**src/rtl/filtr_out_capture_pkg.sv**
```systemverilog
// Shared definitions for the filter output capture path: default sizes and FSM encoding.
package filtr_out_capture_pkg;

    localparam int DATA_SIZE_DEF   = 25;
    localparam int DEPTH_DEF       = 16;
    localparam int TIMEOUT_CYC_DEF = 1024;
    localparam int CNT_W_DEF       = 16;

    typedef enum logic {
        ST_IDLE = 1'b0,
        ST_WAIT = 1'b1
    } cap_state_e;

endpackage

```
**src/rtl/filtr_out_fifo.sv**
```systemverilog
// Synchronous show-ahead FIFO; head word is read combinationally from storage.
module filtr_out_fifo
    import filtr_out_capture_pkg::*;
#(
    parameter int DW    = DATA_SIZE_DEF - 1,
    parameter int DEPTH = DEPTH_DEF,
    localparam int AW   = $clog2(DEPTH),
    localparam int LW   = AW + 1
) (
    input  logic          clk,
    input  logic          reset,
    input  logic          wr_en,
    input  logic [DW-1:0] wr_data,
    input  logic          rd_en,
    output logic [DW-1:0] rd_data,
    output logic [LW-1:0] level,
    output logic          full,
    output logic          empty
);

    logic [DW-1:0] mem_q [DEPTH];
    logic [AW-1:0] wr_ptr_q, wr_ptr_d;
    logic [AW-1:0] rd_ptr_q, rd_ptr_d;
    logic [LW-1:0] level_q, level_d;
    logic          wr_fire;
    logic          rd_fire;

    assign empty   = (level_q == '0);
    assign full    = (level_q == LW'(DEPTH));
    assign level   = level_q;
    assign rd_data = mem_q[rd_ptr_q];

    // A pop frees a slot in the same cycle, so a full FIFO still takes a write when popped.
    always_comb begin
        rd_fire  = rd_en && !empty;
        wr_fire  = wr_en && (!full || rd_fire);
        wr_ptr_d = wr_fire ? wr_ptr_q + AW'(1) : wr_ptr_q;
        rd_ptr_d = rd_fire ? rd_ptr_q + AW'(1) : rd_ptr_q;
        level_d  = level_q;
        case ({wr_fire, rd_fire})
            2'b10:   level_d = level_q + LW'(1);
            2'b01:   level_d = level_q - LW'(1);
            default: level_d = level_q;
        endcase
    end

    always_ff @(posedge clk) begin
        if (reset) begin
            wr_ptr_q <= '0;
            rd_ptr_q <= '0;
            level_q  <= '0;
        end else begin
            wr_ptr_q <= wr_ptr_d;
            rd_ptr_q <= rd_ptr_d;
            level_q  <= level_d;
        end
    end

    always_ff @(posedge clk) begin
        if (wr_fire) begin
            mem_q[wr_ptr_q] <= wr_data;
        end
    end

endmodule

```
**src/rtl/filtr_out_capture.sv**
```systemverilog
// Pairs each filter result with its sample strobe, queues it for the output sink and flags
// overrun, timeout and overflow conditions. Reader side: rd_valid = FIFO not empty, pop on rd_en.
module filtr_out_capture
    import filtr_out_capture_pkg::*;
#(
    parameter int DATA_SIZE   = DATA_SIZE_DEF,
    parameter int DEPTH       = DEPTH_DEF,
    parameter int TIMEOUT_CYC = TIMEOUT_CYC_DEF,
    parameter int CNT_W       = CNT_W_DEF,
    localparam int DW         = DATA_SIZE - 1,
    localparam int LW         = $clog2(DEPTH) + 1
) (
    input  logic             clk,
    input  logic             reset,
    input  logic             sample,
    input  logic [DW-1:0]    filt_data,
    input  logic             filter_done,
    input  logic             rd_en,
    output logic [DW-1:0]    rd_data,
    output logic             rd_valid,
    output logic [LW-1:0]    level,
    output logic             overrun,
    output logic             timeout,
    output logic             overflow,
    output logic [CNT_W-1:0] sample_cnt
);

    localparam int TMR_W = $clog2(TIMEOUT_CYC);
    localparam logic [TMR_W-1:0] TMR_LAST = TMR_W'(TIMEOUT_CYC - 1);

    cap_state_e       state_q, state_d;
    logic [TMR_W-1:0] timer_q, timer_d;
    logic             sample_prev_q, done_prev_q;
    logic             overrun_q, overrun_d;
    logic             timeout_q, timeout_d;
    logic             overflow_q, overflow_d;
    logic [CNT_W-1:0] sample_cnt_q, sample_cnt_d;
    logic             sample_rise, done_rise;
    logic             capture, pop, fifo_full, fifo_empty;

    assign sample_rise = sample && !sample_prev_q;
    assign done_rise   = filter_done && !done_prev_q;
    assign pop         = rd_en && rd_valid;

    always_comb begin
        state_d      = state_q;
        timer_d      = timer_q;
        overrun_d    = overrun_q;
        timeout_d    = timeout_q;
        capture      = 1'b0;
        case (state_q)
            ST_IDLE: begin
                // A done rise here has no pending sample and is dropped silently.
                if (sample_rise) begin
                    state_d = ST_WAIT;
                    timer_d = '0;
                end
            end
            ST_WAIT: begin
                if (done_rise) begin
                    capture = 1'b1;
                    timer_d = '0;
                    state_d = sample_rise ? ST_WAIT : ST_IDLE;
                end else if (sample_rise) begin
                    overrun_d = 1'b1;
                    timer_d   = '0;
                end else if (timer_q == TMR_LAST) begin
                    timeout_d = 1'b1;
                    timer_d   = '0;
                    state_d   = ST_IDLE;
                end else begin
                    timer_d = timer_q + TMR_W'(1);
                end
            end
            default: state_d = ST_IDLE;
        endcase
        sample_cnt_d = capture ? sample_cnt_q + CNT_W'(1) : sample_cnt_q;
        overflow_d   = overflow_q || (capture && fifo_full && !pop);
    end

    always_ff @(posedge clk) begin
        if (reset) begin
            state_q       <= ST_IDLE;
            timer_q       <= '0;
            sample_prev_q <= 1'b0;
            done_prev_q   <= 1'b0;
            overrun_q     <= 1'b0;
            timeout_q     <= 1'b0;
            overflow_q    <= 1'b0;
            sample_cnt_q  <= '0;
        end else begin
            state_q       <= state_d;
            timer_q       <= timer_d;
            sample_prev_q <= sample;
            done_prev_q   <= filter_done;
            overrun_q     <= overrun_d;
            timeout_q     <= timeout_d;
            overflow_q    <= overflow_d;
            sample_cnt_q  <= sample_cnt_d;
        end
    end

    filtr_out_fifo #(
        .DW    (DW),
        .DEPTH (DEPTH)
    ) u_fifo (
        .clk     (clk),
        .reset   (reset),
        .wr_en   (capture),
        .wr_data (filt_data),
        .rd_en   (rd_en),
        .rd_data (rd_data),
        .level   (level),
        .full    (fifo_full),
        .empty   (fifo_empty)
    );

    assign rd_valid   = !fifo_empty;
    assign overrun    = overrun_q;
    assign timeout    = timeout_q;
    assign overflow   = overflow_q;
    assign sample_cnt = sample_cnt_q;

endmodule

```
**config.mk**
```make
export PLATFORM = sky130hd
export DESIGN_NAME = filtr_out_capture
export DESIGN_NICKNAME = d
export VERILOG_FILES = /design/src/rtl/filtr_out_capture_pkg.sv /design/src/rtl/filtr_out_fifo.sv /design/src/rtl/filtr_out_capture.sv
export SDC_FILE = /design/constraint.sdc
export NUM_CORES = 1
export LEC_CHECK = 0
export CAP_MARGIN = 20
export CORE_UTILIZATION = 35
export DETAILED_ROUTE_END_ITERATION = 7
export HOLD_SLACK_MARGIN = 0.08
export PLACE_DENSITY = 0.48
export SYNTH_ARGS = -nofsm -noshare
export SYNTH_HDL_FRONTEND = slang
export SYNTH_SLANG_ARGS = --single-unit
```
**constraint.sdc**
```tcl
create_clock -name clk -period 4.9 [get_ports clk]
set_input_delay 1.225 -clock clk [delete_from_list [all_inputs] [get_ports clk]]
set_output_delay 1.225 -clock clk [all_outputs]
set_load 0.1 [all_outputs]
```
==> impl_results.md <==
- Die ar.: 0.0489 mm²
- Die W: 221 µm
- Share of layout cells above drive strength 1: 27.4%
- CP Capture Type: output port
- First-pass DRT Iterations: 5
- Post-synth design cell area: 0.0168 mm²
- Primary FF master, synth: edfxtp_1
- Yosys warning total: 0
- Startpoint Class: register
- Final wirelength: 38800 µm
- Metal2 WL: 17600 µm
- Area of the multi-input gates: 0.00414 mm²
- Fin crit share: 87.8%
- Post-Synthesis Cells: 822
- Largest net degree at the start of global routing: 48
- Vias in the first global route: 8604
- CP Capture Point: rd_data[2]
- Worst R2R Start: u_fifo.level[0]$_SDFFE_PP0P_
- Placement Rows: 79
- Final Hold Vio Count: 0
- Synth Register Bits: 433
- Fmax: 0.232 GHz
- Post-route ant nets: 0
- Met3 routed WL: 2160 µm
- R2R Setup Slk: 1850 ps
- CTS Buf Count: 48
- Number of port buffers: 77
- Clock Pin Slew Worst Setup and Hold Paths: 60 ps
- RSZ-0062 raised after global routing: false
- Share of flip-flops with an asynchronous set or reset: 0%
- Worst R2R Path Depth: 8
- Minimum clock period: 4300 ps
- CP Data Required Time: 3670 ps
- Hold-fix buffers, CTS: 0
- Slew HR: 27.6%
- Final Wtd Congestion: 0.711
- Clk_lat worst skew: 570 ps
- Routed len/inst: 24.7 µm
- Worst-Margin Slew: 1080 ps
- Chip height: 221 µm
- Initial DRC count: 720
- Reg area: 0.0125 mm²
- Crit Reg-Reg Endpoint: u_fifo.level[4]$_SDFFE_PP0P_
- Setup Skew: 17.8 ps
- CTS tree: built
- Most common cell after layout, fill and taps aside: edfxtp_1
- Final Hold Slack: 472 ps
- Crit path max fanout: 24
- Register area share after synthesis: 74.5%
- DRC viols: 0
- Crit path arrival time: 3080 ps
- Area Growth Syn to Fin: 18.1%
- Power per Cell Area: 489 mW/mm²
- Clk buf depth: 3
- H-tree depth: 2
- All-layer global routing usage: 16.2%
- CTS root buffer: clkbuf_16
- Overflow after GRT: 0
- Final setup vio count: 0
- Post_cts resized: 0
- Setup CP Type: register to output port
- Initial antenna violation count: 3
- Final setup TNS: 0 ps
- Maximum vdd ir drop: 0.000253 V
- Area of the core: 0.0470 mm²
- Mapped Nets: 859
- Status: complete, no violations
- Post-layout nets: 972
- Mean number of vias per cell: 5.26
- Top-Level Pins: 78
- Max-cap violations: 0
- Syn Area/Cell: 20.4 µm²
- Fill cell count: 4078
- Routed length on met1: 18400 µm
- Static Leak: 6.09 nW
- Vias: 8278
- First-pass GRT wire length: 58000 µm
- Count of cell types in the netlist: 53
- Slew Limit Fails: 0
- Max Used Layer: met4
- Worst min-delay path category: register to register
- Post-synth EDFFs: 384
- DP HPWL: 24300 µm
- Most frequent cells in the layout: edfxtp_1, mux4_2, clkdlybuf4s50_1
- Starting density of the core: 35.8%
- Post-CTS Setup Repair Bufs: 0
- CTS sink cnt: 433
==> worst max-delay path, stage by stage (launching register included) <==
cell and delay (ps):
dfxtp_4 720, buf_4 380, mux4_2 560, mux4_2 550
buf_4 270
==> logic make-up (layout without fill, tap and decap cells) <==
group | count (synthesis) | in the layout | share of synthesized area, %
AO/OA/AOI/OAI | 57 | 57 | 2.18
XOR/XNOR | 16 | 16 | 0.834
adder cells (fa/ha/maj) | 8 | 8 | 0.596
buffers and inverters | 54 | 197 | 1.55
flip-flops | 433 | 433 | 74.5
multiplexers | 123 | 123 | 16.3
other | 0 | 1 | 0
AND/OR/NAND/NOR | 131 | 131 | 4.10
==> Yosys cell counts, types with 4 or more instances <==
master / count / share of area (%)
edfxtp_1: 384 / 69
o31ai_1: 4 / 0.18
xnor2_1: 4 / 0.21
o21ai_0: 10 / 0.30
dfxtp_1: 49 / 5.8
mux4_2: 120 / 16
nor2b_1: 7 / 0.26
ha_1: 8 / 0.60
or4_1: 6 / 0.27
a31oi_1: 8 / 0.30
and3_1: 6 / 0.22
nand3_1: 12 / 0.36
nand2_1: 21 / 0.47
a21oi_1: 16 / 0.48
nand2b_1: 5 / 0.19
nand4_1: 8 / 0.30
xor2_1: 12 / 0.63
buf_2: 13 / 0.39
inv_1: 9 / 0.20
clkbuf_1: 19 / 0.42
buf_1: 5 / 0.11
nor3_1: 11 / 0.33
nor2_1: 36 / 0.80
==> metrics by stage <==
step	worst slack, ps	cells	area (µm²)	util [%]	power, W
after CTS	469	1572	19800	42.3	0.00986
after global placement	815	1492	18400	39.3	0.00656
after floorplan	818	822	16800	-	0.00591
after global routing	404	1572	19800	42.3	0.0101
final	599	1573	19800	42.3	0.00970
after detailed placement	818	1492	18400	39.3	0.00656
==> metal layers <==
metal	GRT usage (%)	vias up
met5	0	-
met4	4.94	0
met3	3.35	42
met2	23.9	215
met1	24.0	4398
li1	-	3623
==> state kept, by name, indices dropped and copies added (netlist names), named ones only <==
name / cells
state_q: 1
timeout: 1
sample_cnt: 16
u_fifo.wr_ptr_q: 4
timer_q: 10
done_prev_q: 1
overflow: 1
u_fifo.rd_ptr_q: 4
u_fifo.level: 5
u_fifo.mem_q: 384
sample_prev_q: 1
overrun: 1
==> how the worst min path moves through the flow <==
stage	endpoint	from	slack, ps	cells past startpoint
finish	timer_q[9]$_SDFFE_PP0P_	timer_q[9]$_SDFFE_PP0P_	470	1
global route	timer_q[9]$_SDFFE_PP0P_	timer_q[9]$_SDFFE_PP0P_	500	1
CTS	timer_q[9]$_SDFFE_PP0P_	timer_q[9]$_SDFFE_PP0P_	480	1
detailed placement	timer_q[9]$_SDFFE_PP0P_	timer_q[9]$_SDFFE_PP0P_	470	1
global placement	timer_q[9]$_SDFFE_PP0P_	timer_q[9]$_SDFFE_PP0P_	450	1
floorplan	timer_q[9]$_SDFFE_PP0P_	timer_q[9]$_SDFFE_PP0P_	440	1
==> report_power, final <==
group / internal, W / total (W) / switching (W)
registers: 0.00406 / 0.00419 / 0.000136
logic: 0.000853 / 0.00224 / 0.00138
clock network: 0.00188 / 0.00327 / 0.00139
==> final cells by class <==
cell class                 instances  area share, %
multi-input combinational        335           20.9
clock buffer                      60           6.44
tap                              607           3.83
timing repair buffer             108           4.94
clock inverter                    20          0.643
inverter                           9          0.170
antenna                            1         0.0126
sequential                       433           63.1
No activity file was read; power rests on OpenSTA's default activity.
